**src/rtl/alarm_pkg.sv**
```systemverilog
// Shared definitions for the alarm sequencer.
// Provides state encoding, time-field widths, wrap limits and the hh:mm payload struct.
package alarm_pkg;

   localparam int unsigned HH_W   = 5;
   localparam int unsigned MM_W   = 6;
   localparam int unsigned SS_W   = 6;
   localparam int unsigned CNT_W  = 8;
   localparam int unsigned HH_MAX = 23;
   localparam int unsigned MM_MAX = 59;

   typedef enum logic [1:0] {
      IDLE    = 2'b00,
      ARMED   = 2'b01,
      RINGING = 2'b10,
      SNOOZE  = 2'b11
   } state_e;

   // Hour:minute pair
   typedef struct packed {
      logic [HH_W-1:0] hh;
      logic [MM_W-1:0] mm;
   } hm_t;

endpackage

```
**src/rtl/alarm_time_add.sv**
```systemverilog
// Combinational hh:mm + ADD_MIN minute adder; minute wraps 59->0 with hour
// carry, hour wraps 23->0. Only present when ALARM_SNOOZE_EN is defined.
// Ports:
//   t_i     : hh:mm operand
//   sum_c_o : hh:mm result (combinational)
`ifdef ALARM_SNOOZE_EN
module alarm_time_add
   import alarm_pkg::*;
#(
   parameter int unsigned ADD_MIN = 5
) (
   input  hm_t t_i,
   output hm_t sum_c_o
);

   logic [MM_W:0] mm_sum_c;
   logic          carry_c;

   assign mm_sum_c = (MM_W+1)'(t_i.mm) + (MM_W+1)'(ADD_MIN);
   assign carry_c  = mm_sum_c > (MM_W+1)'(MM_MAX);

   always_comb begin
      sum_c_o = t_i;
      if (carry_c) begin
         sum_c_o.mm = MM_W'(mm_sum_c - (MM_W+1)'(MM_MAX + 1));
         sum_c_o.hh = (t_i.hh == HH_W'(HH_MAX)) ? '0 : HH_W'(t_i.hh + HH_W'(1));
      end else begin
         sum_c_o.mm = MM_W'(mm_sum_c);
      end
   end

endmodule
`endif

```
**src/rtl/alarm_sequencer.sv**
```systemverilog
// Alarm controller: holds the alarm set-point, compares it with the running
// time on each 1 Hz tick and sequences IDLE/ARMED/RINGING/SNOOZE.
// Optional feature macro: ALARM_SNOOZE_EN (snooze state, target registers, adder).
// Ports:
//   I_CLK, Rst          : clock, synchronous active-low reset
//   tick_1hz            : one-cycle strobe per second, aligned with cur_*
//   cur_hh/cur_mm/cur_ss: current time
//   en_sw               : alarm enable level
//   set_hh_inc/mm_inc   : set-point increment pulses
//   stop_btn/snooze_btn : ring control pulses
//   alarm_hh/alarm_mm   : set-point for display
//   ring, count_light   : ring enable and light pattern phase
//   state               : FSM state for display
module alarm_sequencer
   import alarm_pkg::*;
#(
   parameter int unsigned RING_SECS    = 60,
   parameter int unsigned SNOOZE_MIN   = 5,
   parameter int unsigned ALARM_HH_RST = 7,
   parameter int unsigned ALARM_MM_RST = 0
) (
   input  logic            I_CLK,
   input  logic            Rst,
   input  logic            tick_1hz,
   input  logic [HH_W-1:0] cur_hh,
   input  logic [MM_W-1:0] cur_mm,
   input  logic [SS_W-1:0] cur_ss,
   input  logic            en_sw,
   input  logic            set_hh_inc,
   input  logic            set_mm_inc,
   input  logic            stop_btn,
   input  logic            snooze_btn,
   output logic [HH_W-1:0] alarm_hh,
   output logic [MM_W-1:0] alarm_mm,
   output logic            ring,
   output logic [1:0]      count_light,
   output logic [1:0]      state
);

   state_e           state_q, state_d;
   logic [HH_W-1:0]  alarm_hh_q, alarm_hh_d;
   logic [MM_W-1:0]  alarm_mm_q, alarm_mm_d;
   logic [CNT_W-1:0] cnt_q, cnt_d;
   logic [1:0]       cl_q, cl_d;

   logic top_of_min_c;
   logic alarm_match_c;
   logic set_ok_c;

   assign top_of_min_c  = tick_1hz && (cur_ss == '0);
   assign alarm_match_c = top_of_min_c && (cur_hh == alarm_hh_q) && (cur_mm == alarm_mm_q);
   assign set_ok_c      = (state_q == IDLE) || (state_q == ARMED);

`ifdef ALARM_SNOOZE_EN
   hm_t  snz_q, snz_d;
   hm_t  cur_hm_c, snz_sum_c;
   logic snz_match_c;

   assign cur_hm_c    = '{hh: cur_hh, mm: cur_mm};
   assign snz_match_c = top_of_min_c && (cur_hh == snz_q.hh) && (cur_mm == snz_q.mm);

   alarm_time_add #(
      .ADD_MIN (SNOOZE_MIN)
   ) u_snz_add (
      .t_i     (cur_hm_c),
      .sum_c_o (snz_sum_c)
   );
`else
   logic [MM_W:0] unused_snooze;
   assign unused_snooze = {snooze_btn, MM_W'(SNOOZE_MIN)};
`endif

   // Next-state, counter, light phase and set-point logic
   always_comb begin
      state_d    = state_q;
      cnt_d      = cnt_q;
      cl_d       = 2'b00;
      alarm_hh_d = alarm_hh_q;
      alarm_mm_d = alarm_mm_q;
`ifdef ALARM_SNOOZE_EN
      snz_d      = snz_q;
`endif

      // Increments only take effect while not ringing or snoozing
      if (set_ok_c && set_hh_inc)
         alarm_hh_d = (alarm_hh_q == HH_W'(HH_MAX)) ? '0 : HH_W'(alarm_hh_q + HH_W'(1));
      if (set_ok_c && set_mm_inc)
         alarm_mm_d = (alarm_mm_q == MM_W'(MM_MAX)) ? '0 : MM_W'(alarm_mm_q + MM_W'(1));

      if (!en_sw) begin
         state_d = IDLE;
      end else begin
         case (state_q)
            IDLE: state_d = ARMED;
            ARMED: begin
               if (alarm_match_c) begin
                  state_d = RINGING;
                  cnt_d   = CNT_W'(RING_SECS);
               end
            end
            RINGING: begin
               if (stop_btn) begin
                  state_d = ARMED;
               end
`ifdef ALARM_SNOOZE_EN
               else if (snooze_btn) begin
                  state_d = SNOOZE;
                  snz_d   = snz_sum_c;
               end
`endif
               else if (tick_1hz) begin
                  cnt_d = CNT_W'(cnt_q - CNT_W'(1));
                  // Last tick of the ring window returns to ARMED with lights off
                  if (cnt_q == CNT_W'(1))
                     state_d = ARMED;
                  else
                     cl_d = 2'(cl_q + 2'd1);
               end else begin
                  cl_d = cl_q;
               end
            end
            SNOOZE: begin
`ifdef ALARM_SNOOZE_EN
               if (stop_btn) begin
                  state_d = ARMED;
               end else if (snz_match_c) begin
                  state_d = RINGING;
                  cnt_d   = CNT_W'(RING_SECS);
               end
`else
               state_d = IDLE;
`endif
            end
            default: state_d = IDLE;
         endcase
      end
   end

   // State and datapath registers
   always_ff @(posedge I_CLK) begin
      if (!Rst) begin
         state_q    <= IDLE;
         alarm_hh_q <= HH_W'(ALARM_HH_RST);
         alarm_mm_q <= MM_W'(ALARM_MM_RST);
         cnt_q      <= '0;
         cl_q       <= 2'b00;
`ifdef ALARM_SNOOZE_EN
         snz_q      <= '0;
`endif
      end else begin
         state_q    <= state_d;
         alarm_hh_q <= alarm_hh_d;
         alarm_mm_q <= alarm_mm_d;
         cnt_q      <= cnt_d;
         cl_q       <= cl_d;
`ifdef ALARM_SNOOZE_EN
         snz_q      <= snz_d;
`endif
      end
   end

   assign alarm_hh    = alarm_hh_q;
   assign alarm_mm    = alarm_mm_q;
   assign ring        = (state_q == RINGING);
   assign count_light = cl_q;
   assign state       = state_q;

endmodule

```
**config.mk**
```make
export PLATFORM = sky130hd
export DESIGN_NAME = alarm_sequencer
export DESIGN_NICKNAME = d
export VERILOG_FILES = /design/src/rtl/alarm_pkg.sv /design/src/rtl/alarm_time_add.sv /design/src/rtl/alarm_sequencer.sv
export SDC_FILE = /design/constraint.sdc
export NUM_CORES = 1
export LEC_CHECK = 0
export CORE_MARGIN = 5
export CORE_UTILIZATION = 35
export CTS_CLUSTER_DIAMETER = 200
export CTS_CLUSTER_SIZE = 12
export DETAILED_ROUTE_END_ITERATION = 8
export GPL_ROUTABILITY_DRIVEN = 0
export PLACE_DENSITY_LB_ADDON = 0.2
export SLEW_MARGIN = 25
export SYNTH_ARGS = -nofsm -noshare
export SYNTH_HDL_FRONTEND = slang
export SYNTH_SLANG_ARGS = --single-unit
```
**constraint.sdc**
```tcl
create_clock -name I_CLK -period 1.7 [get_ports I_CLK]
set_input_delay 0.17 -clock I_CLK [delete_from_list [all_inputs] [get_ports I_CLK]]
set_output_delay 0.17 -clock I_CLK [all_outputs]
set_load 0.01 [all_outputs]
```
# After elaboration in Yosys (flattened, before gate mapping)
# Cells that the tools add are included.
# classes
add_sub_neg,4
eq_ne,13
n_mux,12
bitwise,3
n_reduce_logical,13
# ops
cell,n
$mux W8,3
$pmux W8 S2,1
$mux W2,5
$eq A8 B1 Y1 const B,1
$pmux W2 S4,1
$sub A8 B1 Y8 const B,1
$add A6 B1 Y6 const B,1
$eq A6 B6 Y1,1
$eq A6 B6 Y1 const B,1
$logic_not A6 Y1,1
$mux W6,1
$ne A2 B2 Y1 const B,3
$add A5 B1 Y5 const B,1
$eq A5 B5 Y1,1
$eq A5 B5 Y1 const B,1
$logic_and A1 B1 Y1,5
$mux W5,1
$reduce_and A5 Y1,1
$eq A2 B2 Y1 const B,2
$reduce_or A4 Y1,1
$ne A3 B2 Y1 const B,1
$ne A3 B3 Y1 const B,1
$not A1 Y1,3
$reduce_and A3 Y1,1
other kinds (6),6
# word_totals
output_inout_bits,16
reg_bits,23
in_bits,25

# Depth between registers and ports, before layout
# Gate-level depths: netlist of the first run.
# logic_depth
word_depth,6
depth_mapped,6
ltp_nobuf,6

# Least setup slack after synthesis of the first run
# OpenSTA, ideal clock, no wires.
# synth_timing
kind,register to register
start,register alarm_mm_q[0] (netlist: alarm_mm[0])
end,register cnt_q[7]
period_less_slack_ns,1.605
path_buffers,0
arrival_time_ns,1.487
stages_incl_launch_ff,6
path_slack_ns,0.095
cell_sequence,dfxtp_1 -> xnor2_1 -> nand4_1 -> nor4_4 -> a31oi_2 -> o221a_1
# synth_between
elab_chain_len,4
# synth_lines
element,line,text
"start, declared",alarm_sequencer.sv:42,"logic [MM_W-1:0] alarm_mm_q, alarm_mm_d;"
"start signal, assigned",alarm_sequencer.sv:144,alarm_mm_q <= MM_W'(ALARM_MM_RST);
"start signal, assigned",alarm_sequencer.sv:153,alarm_mm_q <= alarm_mm_d;
$eq A6 B6 Y1,alarm_sequencer.sv:51,assign alarm_match_c = top_of_min_c && (cur_hh == alarm_hh_q) && (cur_mm == alarm_mm_q);
$logic_and A1 B1 Y1,alarm_sequencer.sv:51,
$ne A2 B2 Y1 (no source line),n/a,
$reduce_and A5 Y1 (no source line),n/a,
"end signal, assigned",alarm_sequencer.sv:154,cnt_q <= cnt_d;
"end, declared",alarm_sequencer.sv:43,"logic [CNT_W-1:0] cnt_q, cnt_d;"
# No other way between the ends.
# A chain may end at the register's enable or synchronous reset.

# Final worst setup path of the first run
# layout_timing
start,input cur_ss[2]
end,register cnt_q[6]
# layout_between
elab_chain_len,6
# layout_lines
element,line,text
"start, declared",alarm_sequencer.sv:27,"input logic [SS_W-1:0] cur_ss,"
$logic_not A6 Y1,alarm_sequencer.sv:50,assign top_of_min_c = tick_1hz && (cur_ss == '0);
$logic_and A1 B1 Y1,alarm_sequencer.sv:50,
$logic_and A1 B1 Y1 (2 in series),alarm_sequencer.sv:51,
$ne A2 B2 Y1 (no source line),n/a,
$reduce_and A5 Y1 (no source line),n/a,
# No other way between the ends.

==> results.yml, run 1 <==
timing:
  hold_viol_final: 0
  hold_ws_ns: 0.541
  relSlewSlack_pct: 73.7
  rsz0062_at_grt: "yes"
  fin_setup_tns_ns: 0
  fin_ws_ns: 0.0719
  finalCritPeriodShare_pct: 95.8
  worst_pin_slew_ns: 0.392
  layout_min_cycle_time_ns: 1.63
  fmax_mhz: 614
  drv_slew: 0
  skew_ns: 0.00162
  setup_viol: 0
cts:
  cts_tree: "yes"
  insertion_delay_ns: 0.31
  cts_sinks: 23
  htree_levels: 1
  clkTransAtPathRegs_ns: 0.13
  cts_buffer_depth: 2
  root_buffer: "clkbuf_4"
  hold_buffers: 0
  cts-buffers-inserted: 3
placement:
  numPortBuffers: 39
  place_ws_ns: -0.273
  dp.cells: 249
  dp_hpwl_um: 2870
  placed_area_um2: 1870
power_and_ir_drop:
  leakage_nw: 0.743
  p_comb_share_pct: 24.6
  p_sw_mw: 0.299
  p_sw_share_pct: 26.8
  intPower_mw: 0.819
  peakVddDrop_mv: 0.298
  power-per-cell-area_nw_per_um2: 576
  finalPower_mw: 1.12
  power_frac_seq_pct: 52.2
  p_clk_share_pct: 23.2
yosys:
  synth_edf_count: 0
  synth_top_area_share_pct: 37.3
  syn_area_per_cell_um2: 8.82
  synth-warning-count: 0
  ys_seq_area_share_pct: 37.3
  ys_types: 37
  yosysTopAreaCell: "dfxtp_1"
  synthTopCellsByCount: "dfxtp_1 (23), nor2_1 (16), xnor2_1 (15)"
  syn_inst: 140
  mappedNetlistNets: 169
  synth-main-ff-cell: "dfxtp_1"
  yosysMostFrequentCell: "dfxtp_1"
  synth_area_um2: 1230
  async_flop_share_pct: 0
  synth.area.top_cells: "dfxtp_1 (37%), xnor2_1 (11%), nor2_1 (4.9%)"
  synth-seq-cells: 23
route:
  first_pass_iters: 4
  drtAntennaViolNets: 0
  avgRoutedWirePerCell_um: 13.9
  first_iter_violations: 33
  post-route-drc-count: 0
  vias: 1239
  totalWireLength_um: 3520
  via_per_inst: 4.88
grt:
  grt_pass1_wl_um: 6090
  grt_max_degree: 13
  track_usage_pct: 15.2
  overflow: 0
  grt_pass1_vias: 1335
  antenna_found_initial: 0
cells_and_area:
  ff_latch_area_um2: 463
  fin_area_um2: 1940
  num_antenna_cells: 0
  multi_input_area_um2: 778
  drive_gt1_share_pct: 20.2
  fin_util_pct: 57.2
  finalNonFillerCells: 254
  syn_to_final_growth_pct: 57.0
  layout.nets: 238
  nFillCells: 319
setup_path:
  cp-end-kind: "flip-flop"
  cp-start-kind: "input pin"
  worst_ep_arrival_time_ns: 1.85
  path_max_fanout: 3
  critical_path_class: "input pin to flip-flop"
  critPathMaxStageDelay_ns: 0.41
  cpMaxStageDelayCell: "clkdlybuf4s50_1"
  cp.required_ns: 1.92
  worstPathCellList: "clkdlybuf4s50_1, nor4_2, nand4_1, nor4_4, buf_4, nand3_2, and3_1"
flow_run:
  cap_violations: 0
die:
  dieArea_um2: 4820
  rows: 21
  start_util_pct: 36.4
  io_pins: 41
  die_h_um: 69.4
  die_w_um: 69.4
  core_area_um2: 3390
status:
  outcome: "finished clean"
hold_path:
  hold_path_class: "flip-flop to flip-flop"
==> cells by family (layout without fill, tap and decap cells) <==
kind of cell	after synthesis	in the layout	synth area share [%]
flops	23	23	37.3
fa+ha+maj	4	4	4.05
compound gates	22	22	13.3
buf+inv	8	76	2.43
mux	2	2	1.62
xor+xnor	21	21	14.9
simple gates	60	60	26.4
==> flip-flops by register name (all words and copies together), names as in the netlist <==
signal / count
count_light: 2
alarm_mm: 6
state: 2
alarm_hh: 5
cnt_q: 8
==> area by class of cell <==
cell class | instances | area share, %
flip-flops and latches | 23 | 23.9
repair buffers | 65 | 30.3
clock buffers | 4 | 1.35
multi-input cells | 109 | 40.1
well taps | 46 | 2.97
inverters | 7 | 1.35
==> layer usage <==
metal  track usage [%]  share of wire [%]  up-vias
met5                 0                  0        -
met4              4.34               0.74        0
met2              26.1                 50       31
met3              3.19                4.8        2
li1                  -                  -      632
met1              19.1                 44      574
==> timing repair <==
action,in CTS,in global routing
setup endpoints to repair,0,8
buffers inserted,0,1
resized for setup,0,8
==> layout by cell type (no fill, tap or decap), drive strengths merged <==
master,count
inv,6
ha,4
nand2,10
nand3,5
buf,26
nor4,2
nor3b,3
a22o,1
nor3,7
a31o,1
o311ai,1
o31ai,1
and3,1
or2,2
nand4b,1
o221a,1
xnor2,15
o22ai,1
nand2b,2
o21ai,4
a21oi,5
o41ai,3
xor2,6
nand3b,1
nor4b,1
nor2b,2
mux2i,2
nand4,6
nor2,16
dlymetal6s2s,1
a31oi,2
or3,1
a21o,2
clkbuf,4
clkinv,1
dfxtp,23
clkdlybuf4s50,38
==> worst paths after layout <==
| kind | start | end | slack [ns] | cells past startpoint |
|---|---|---|---|---|
| setup / recovery | cur_ss[2] | cnt_q[6] | 0.07 | 7 |
| hold / removal | cnt_q[5] | cnt_q[5] | 0.54 | 2 |
| setup reg to reg | alarm_mm[5] | cnt_q[6] | 0.08 | 6 |
| hold reg to reg | cnt_q[5] | cnt_q[5] | 0.54 | 2 |
==> critical path, delay by kind of cell <==
kind	cells	cell delay (ns)
and+or+nand+nor	5	1.08
buffers and inverters	2	0.60
==> power groups by stage <==
stage / sequential (mW) / clock (mW) / combinational [mW]
finish: 0.583 / 0.259 / 0.275
global route: 0.587 / 0.305 / 0.299
CTS: 0.581 / 0.268 / 0.271
detailed placement: 0.593 / 0 / 0.270
global placement: 0.592 / 0 / 0.262
floorplan: 0.607 / 0 / 0.0938
(Power assumes the default switching activity.)
==> inputs of run 2 (changes only) <==
Settings changed: CAP_MARGIN from default to 20.
==> results of run 2 <==
The final DEF is identical to that of run 1; final timing and power are the same.
